<file path="src/rtl/keypad_if.sv">
// Keypad pin and key-event bundle: master drives the contact lines, slave is the scanner.
// Event outputs are single-cycle pulses with no backpressure, so a consumer must sample every cycle.
interface keypad_if #(
  parameter int ROWS = 4,
  parameter int COLS = 4
);
  localparam int CODE_W = $clog2(ROWS * COLS);

  logic [ROWS-1:0]   H;
  logic [COLS-1:0]   V;
  logic [CODE_W-1:0] key_code;
  logic              key_valid;
  logic              key_repeat;
  logic              key_held;
  logic              key_release;
  logic              multi_err;

  modport master (
    output H, V,
    input  key_code, key_valid, key_repeat, key_held, key_release, multi_err
  );

  modport slave (
    input  H, V,
    output key_code, key_valid, key_repeat, key_held, key_release, multi_err
  );
endinterface

</file>
<file path="src/rtl/keypad_scan_debounce.sv">
// Keypad scanner: 2-flop sync, press/release debounce, linear key code, optional auto-repeat.
// Press/release events appear DB_CYCLES+3 cycles after the pins settle; no backpressure, events are pulses.
module keypad_scan_debounce #(
  parameter int ROWS       = 4,
  parameter int COLS       = 4,
  parameter int DB_CYCLES  = 16,
  parameter int REPEAT_DLY = 0,
  parameter int REPEAT_PER = 8
) (
  input  logic     clk,
  input  logic     rst_n,
  keypad_if.slave  kp
);

  localparam int CODE_W  = $clog2(ROWS * COLS);
  localparam int CNT_MAX = (DB_CYCLES > REPEAT_DLY) ? DB_CYCLES : REPEAT_DLY;
  localparam int CNT_W   = $clog2(CNT_MAX + 1);
  localparam int RELOAD  = (REPEAT_PER >= REPEAT_DLY) ? 0 : REPEAT_DLY - REPEAT_PER;

  localparam logic [CNT_W-1:0] CNT_ONE    = CNT_W'(1);
  localparam logic [CNT_W-1:0] DB_C       = CNT_W'(DB_CYCLES);
  localparam logic [CNT_W-1:0] RPT_DLY_C  = CNT_W'(REPEAT_DLY);
  localparam logic [CNT_W-1:0] RPT_LOAD_C = CNT_W'(RELOAD);
  localparam logic [ROWS-1:0]  H_ONE      = ROWS'(1);
  localparam logic [COLS-1:0]  V_ONE      = COLS'(1);

  typedef enum logic [1:0] {IDLE, DEBOUNCE, PRESSED, RELEASE_DB} state_t;

  state_t            state_q, state_d;
  logic [ROWS-1:0]   h_meta_q, h_meta_d, h_s_q, h_s_d;
  logic [COLS-1:0]   v_meta_q, v_meta_d, v_s_q, v_s_d;
  logic [CODE_W-1:0] cand_q, cand_d, code_q, code_d;
  logic [CNT_W-1:0]  cnt_q, cnt_d, rpt_q, rpt_d;
  logic              valid_q, valid_d, repeat_q, repeat_d;
  logic              held_q, held_d, release_q, release_d;
  logic              multi_q, multi_d;

  logic              pressed, h_single, v_single, single;
  logic [CODE_W-1:0] row_idx, col_idx, code_s;

  always_comb begin
    h_meta_d  = kp.H;
    v_meta_d  = kp.V;
    h_s_d     = h_meta_q;
    v_s_d     = v_meta_q;

    pressed   = |h_s_q;
    h_single  = (h_s_q != '0) && ((h_s_q & (h_s_q - H_ONE)) == '0);
    v_single  = (v_s_q != '0) && ((v_s_q & (v_s_q - V_ONE)) == '0);
    single    = h_single && v_single;

    row_idx   = '0;
    col_idx   = '0;
    for (int i = 0; i < ROWS; i++) begin
      if (h_s_q[i]) row_idx = CODE_W'(i);
    end
    for (int j = 0; j < COLS; j++) begin
      if (v_s_q[j]) col_idx = CODE_W'(j);
    end
    code_s    = row_idx * CODE_W'(COLS) + col_idx;

    state_d   = state_q;
    cand_d    = cand_q;
    code_d    = code_q;
    cnt_d     = cnt_q;
    rpt_d     = rpt_q;
    held_d    = held_q;
    valid_d   = 1'b0;
    repeat_d  = 1'b0;
    release_d = 1'b0;
    multi_d   = pressed && !single;

    case (state_q)
      IDLE: begin
        if (pressed && single) begin
          state_d = DEBOUNCE;
          cand_d  = code_s;
          cnt_d   = CNT_ONE;
        end
      end
      DEBOUNCE: begin
        if (!pressed || !single || (code_s != cand_q)) begin
          state_d = IDLE;
        end else if (cnt_q == DB_C) begin
          state_d = PRESSED;
          code_d  = cand_q;
          valid_d = 1'b1;
          held_d  = 1'b1;
          rpt_d   = '0;
        end else begin
          cnt_d   = cnt_q + CNT_ONE;
        end
      end
      PRESSED: begin
        // A different or multi-key pattern while held is ignored; only a full release leaves.
        if (!pressed) begin
          state_d = RELEASE_DB;
          cnt_d   = CNT_ONE;
        end else if (REPEAT_DLY > 0) begin
          if ((rpt_q + CNT_ONE) == RPT_DLY_C) begin
            valid_d  = 1'b1;
            repeat_d = 1'b1;
            rpt_d    = RPT_LOAD_C;
          end else begin
            rpt_d    = rpt_q + CNT_ONE;
          end
        end
      end
      RELEASE_DB: begin
        // Release bounce returns to PRESSED with the repeat timer left where it was.
        if (pressed) begin
          state_d   = PRESSED;
        end else if (cnt_q == DB_C) begin
          state_d   = IDLE;
          release_d = 1'b1;
          held_d    = 1'b0;
        end else begin
          cnt_d     = cnt_q + CNT_ONE;
        end
      end
      default: state_d = IDLE;
    endcase
  end

  always_ff @(posedge clk or negedge rst_n) begin
    if (!rst_n) begin
      state_q   <= IDLE;
      h_meta_q  <= '0;
      h_s_q     <= '0;
      v_meta_q  <= '0;
      v_s_q     <= '0;
      cand_q    <= '0;
      code_q    <= '0;
      cnt_q     <= '0;
      rpt_q     <= '0;
      valid_q   <= 1'b0;
      repeat_q  <= 1'b0;
      held_q    <= 1'b0;
      release_q <= 1'b0;
      multi_q   <= 1'b0;
    end else begin
      state_q   <= state_d;
      h_meta_q  <= h_meta_d;
      h_s_q     <= h_s_d;
      v_meta_q  <= v_meta_d;
      v_s_q     <= v_s_d;
      cand_q    <= cand_d;
      code_q    <= code_d;
      cnt_q     <= cnt_d;
      rpt_q     <= rpt_d;
      valid_q   <= valid_d;
      repeat_q  <= repeat_d;
      held_q    <= held_d;
      release_q <= release_d;
      multi_q   <= multi_d;
    end
  end

  assign kp.key_code    = code_q;
  assign kp.key_valid   = valid_q;
  assign kp.key_repeat  = repeat_q;
  assign kp.key_held    = held_q;
  assign kp.key_release = release_q;
  assign kp.multi_err   = multi_q;

endmodule
</file>
<file path="src/flat_wrapper.sv">
// flat-port wrapper written by rule: the top's interface ports become plain ports
module keypad_scan_debounce_flat 
#(
  parameter int ROWS       = 4,
  parameter int COLS       = 4,
  parameter int DB_CYCLES  = 16,
  parameter int REPEAT_DLY = 0,
  parameter int REPEAT_PER = 8
)
  (clk, rst_n, kp_H, kp_V, kp_key_code, kp_key_valid, kp_key_repeat, kp_key_held, kp_key_release, kp_multi_err);
  keypad_if #(.ROWS(ROWS), .COLS(COLS)) kp_i ();
  input  logic clk;
  input  logic rst_n;
  input wire logic [$bits(kp_i.H)-1:0] kp_H;
  input wire logic [$bits(kp_i.V)-1:0] kp_V;
  output wire logic [$bits(kp_i.key_code)-1:0] kp_key_code;
  output wire logic [$bits(kp_i.key_valid)-1:0] kp_key_valid;
  output wire logic [$bits(kp_i.key_repeat)-1:0] kp_key_repeat;
  output wire logic [$bits(kp_i.key_held)-1:0] kp_key_held;
  output wire logic [$bits(kp_i.key_release)-1:0] kp_key_release;
  output wire logic [$bits(kp_i.multi_err)-1:0] kp_multi_err;
  assign kp_i.H = kp_H;
  assign kp_i.V = kp_V;
  assign kp_key_code = kp_i.key_code;
  assign kp_key_valid = kp_i.key_valid;
  assign kp_key_repeat = kp_i.key_repeat;
  assign kp_key_held = kp_i.key_held;
  assign kp_key_release = kp_i.key_release;
  assign kp_multi_err = kp_i.multi_err;
  keypad_scan_debounce #(.ROWS(ROWS), .COLS(COLS), .DB_CYCLES(DB_CYCLES), .REPEAT_DLY(REPEAT_DLY), .REPEAT_PER(REPEAT_PER)) u_core (.clk(clk), .rst_n(rst_n), .kp(kp_i));
endmodule
</file>
<file path="config.mk">
export PLATFORM = sky130hd
export DESIGN_NAME = keypad_scan_debounce_flat
export DESIGN_NICKNAME = d
export VERILOG_FILES = /design/src/rtl/keypad_if.sv /design/src/rtl/keypad_scan_debounce.sv /design/src/flat_wrapper.sv
export SDC_FILE = /design/constraint.sdc
export NUM_CORES = 1
export LEC_CHECK = 0
export BUFFER_PORTS_ARGS = -buffer_cell sky130_fd_sc_hd__buf_4
export CORE_ASPECT_RATIO = 2
export CORE_MARGIN = 4
export CORE_UTILIZATION = 55
export DETAILED_ROUTE_END_ITERATION = 7
export PLACE_DENSITY = 0.87
export SYNTH_ARGS = -nofsm -noshare
export SYNTH_HDL_FRONTEND = slang
export SYNTH_SLANG_ARGS = --single-unit
</file>
<file path="constraint.sdc">
create_clock -name clk -period 4.5 [get_ports clk]
set_input_delay 0.225 -clock clk [delete_from_list [all_inputs] [get_ports clk]]
set_output_delay 0.225 -clock clk [all_outputs]
set_load 0.01 [all_outputs]
</file>
==> results.json <==
{
  "worst-r2r-cell-count": 6,
  "numClockSinks": 35,
  "num-fill-cells": 203,
  "hold_path_depth": 1,
  "status": "completed",
  "num_antenna_cells": 0,
  "average_cell_area_after_synthesis_um2": 12.4,
  "min-delay-path-class": "in -> reg",
  "met3_length_um": 86,
  "synthToLayoutAreaGrowth_pct": 16.4,
  "r2r-end": "u_core.cnt_q[0]",
  "synth_most_common_cell": "dfrtp_1",
  "drt-vias-per-instance": 5.92,
  "synth_top_cells_by_area": "dfrtp_1 60%, o21ai_0 3.1%, mux2_2 3.1%",
  "detailedRoute.firstPassIterationCount": 4,
  "relSlewSlack_pct": 45.0,
  "min-delay-start": "kp_H[2]",
  "met2_wirelength_um": 1580,
  "crit_path_end_kind": "register",
  "initial_core_util_pct": 57.3,
  "count_of_pins_over_their_slew_limit": 0,
  "routedWlPerCell_um": 15.5,
  "critPathRequiredTime_ns": 4.67,
  "max_freq_ghz": 0.443,
  "final_layout_size_suffix_gt1_share_pct": 25.2,
  "post-route-period-util_pct": 50.2,
  "core.rowCount": 26,
  "power_w": 0.000649,
  "top_layer_reached_by_signal_wires": "met4",
  "vias": 988,
  "initial_drc_count": 9,
  "die-width_um": 44.4,
  "r2r_setup_slk_ns": 2.24,
  "maxCapViolCount": 0,
  "core_area_mm2": 0.00254,
  "timing_worst_slew_pin_value_ns": 0.818,
  "place_inst": 158,
  "clock_tree.buffer_depth": 2,
  "m1WireLength_um": 865,
  "synth_sequential_area_ratio_pct": 60.2,
  "ioPinCount": 19,
  "final_nets": 150,
  "gp_routability_congestion": 0.711,
  "synth.largest_area_cell": "dfrtp_1",
  "post_cts_setup_bufs": 0,
  "grt_setup_unrepaired": "no",
  "ff_latch_area_um2": 876,
  "p_leak_nw": 0.775,
  "critPathArrivalTime_ns": 2.43,
  "fin_skew_ns": 0.00931,
  "timing.rr.start": "u_core.v_s_q[3]",
  "hold_path_end": "u_core.h_meta_q[2]",
  "ys.flop_type": "dfrtp_1",
  "globalRoute.totalOverflow": 0,
  "postSynthNetCount": 129,
  "yosys.cell_types.count": 40,
  "final_cells": 167,
  "clkTransAtPathRegs_ns": 0.07,
  "library_cell_used_as_clock_root_buffer": "clkbuf_8",
  "ys_ff_latch": 35,
  "tritoncts": "built",
  "initial_antenna_violation_count": 0,
  "pin_count_of_the_biggest_net_entering_global_routing": 36,
  "routed_wl_um": 2590,
  "pwr_density_cell_mw_per_mm2": 384,
  "grt_pass1_wl_um": 4490,
  "synth-edff-count": 0,
  "numPortBuffers": 17,
  "timing.setup.tns_ns": 0,
  "synth_area_mm2": 0.00145,
  "grt_pass1_vias": 1059,
  "finalHoldViolations": 0,
  "vdd_ir_drop_max_v": 0.000293,
  "postPlaceCellArea_mm2": 0.00160,
  "cts_inserted_buffers": 5,
  "cts-htree-levels": 2,
  "dpl_hpwl_um": 1920,
  "period_needed_ns": 2.26,
  "multi_input_comb_area_um2": 524,
  "synthDominantCellAreaShare_pct": 60.2,
  "synth_cells": 117,
  "drc": 0,
  "finalSetupViolCount": 0,
  "grt_usage_pct": 17.8,
  "fp.dieArea_mm2": 0.00358,
  "asyncSetResetFlopFracSynth_pct": 100,
  "drtAntennaViolNets": 0,
  "startpoint_type": "register",
  "worstSetupPathType": "reg -> reg",
  "synth-warning-count": 0,
  "crit_path_max_fanout": 10,
  "clk_latency_ns": 0.28,
  "stdcell_area_mm2": 0.00169,
  "die_h_um": 80.7,
  "synth_top_cells_by_count": "35 x dfrtp_1, 9 x inv_1, 9 x o21ai_0"
}
-- area by class of cell --
type	count	area share [%]
Timing Repair Buffer	18	8.14
Inverter	9	2.00
Clock buffer	6	4.29
Sequential cell	35	51.8
Multi-Input combinational cell	69	31.0
Tap cell	28	2.07
Clock inverter	2	0.740
-- report_power, final --
group / leakage [nW] / total, W / internal, W / switching [W]
clock network: 0.0412 / 0.000217 / 0.000108 / 0.000109
logic: 0.298 / 0.0000702 / 0.0000339 / 0.0000363
registers: 0.436 / 0.000361 / 0.000338 / 0.0000231
total: 0.775 / 0.000649 / 0.000480 / 0.000169
-- stage by stage --
stage	worst slack [ns]	hold slack [ns]	utilization, %
after floorplan	2.42	-0.0706	-
after global placement	2.33	0.181	62.9
after detailed placement	2.24	0.194	62.9
after CTS	2.24	0.0395	66.7
after global routing	2.07	0.0289	66.7
final	2.24	0.0460	66.7
-- cell usage in the layout (no fill, tap or decap), types with 3 or more instances in the layout --
cell,n
xnor2_1,3
buf_4,17
dfrtp_1,35
nand3_1,3
inv_1,9
o21ai_0,9
nor2_1,6
o31ai_1,6
nand2_1,6
mux2_2,4
clkbuf_8,5
-- sequential cells by signal (all words and copies together), names as in the netlist, 2 cells and up --
name	cells
u_core.v_s_q	4
u_core.cnt_q	5
u_core.h_s_q	4
u_core.state_q	2
u_core.h_meta_q	4
u_core.v_meta_q	4
u_core.kp.key_code	4
u_core.cand_q	4
-- timing repair --
action,4_1_cts,5_1_grt
gates resized for setup,0,0
endpoints found under the setup margin,0,0
hold endpoints to repair,35,0
hold buffers,1,0
-- worst max-delay path by stage --
stage                                       end               from  cells past startpoint
after floorplan                 u_core.cnt_q[0]    u_core.v_s_q[3]                      6
after global placement          u_core.cnt_q[0]    u_core.v_s_q[3]                      6
after detailed placement        u_core.cnt_q[0]    u_core.v_s_q[3]                      6
after CTS                       u_core.cnt_q[0]    u_core.v_s_q[3]                      6
after global routing      u_core.kp.key_code[0]  u_core.state_q[0]                      4
final                           u_core.cnt_q[0]    u_core.v_s_q[3]                      6
-- kinds of logic (layout without fill, tap and decap cells) --
kind of cell	after synthesis	count (layout)	share of synthesized area (%)
flops	35	35	60.2
buf+inv	13	35	3.70
xor+xnor	5	5	3.01
simple gates	26	26	10.5
fa+ha+maj	3	3	2.41
other cells	1	1	0.258
compound gates	28	28	15.1
mux	6	6	4.82
-- critical path, stage by stage (launching register included) --
cell,delay [ns]
dfrtp_1,0.42
or4b_1,0.51
o31ai_1,0.14
o221ai_2,0.26
a21boi_4,0.23
nor3_4,0.27
mux2_4,0.33
-- per-layer routing --
layer | global-route usage, % | vias up
li1 | - | 456
met1 | 17.1 | 509
met2 | 31.1 | 17
met3 | 4.71 | 6
met4 | 12.4 | 0
met5 | 0 | -
Note: power is estimated with default switching activity, not from simulation.
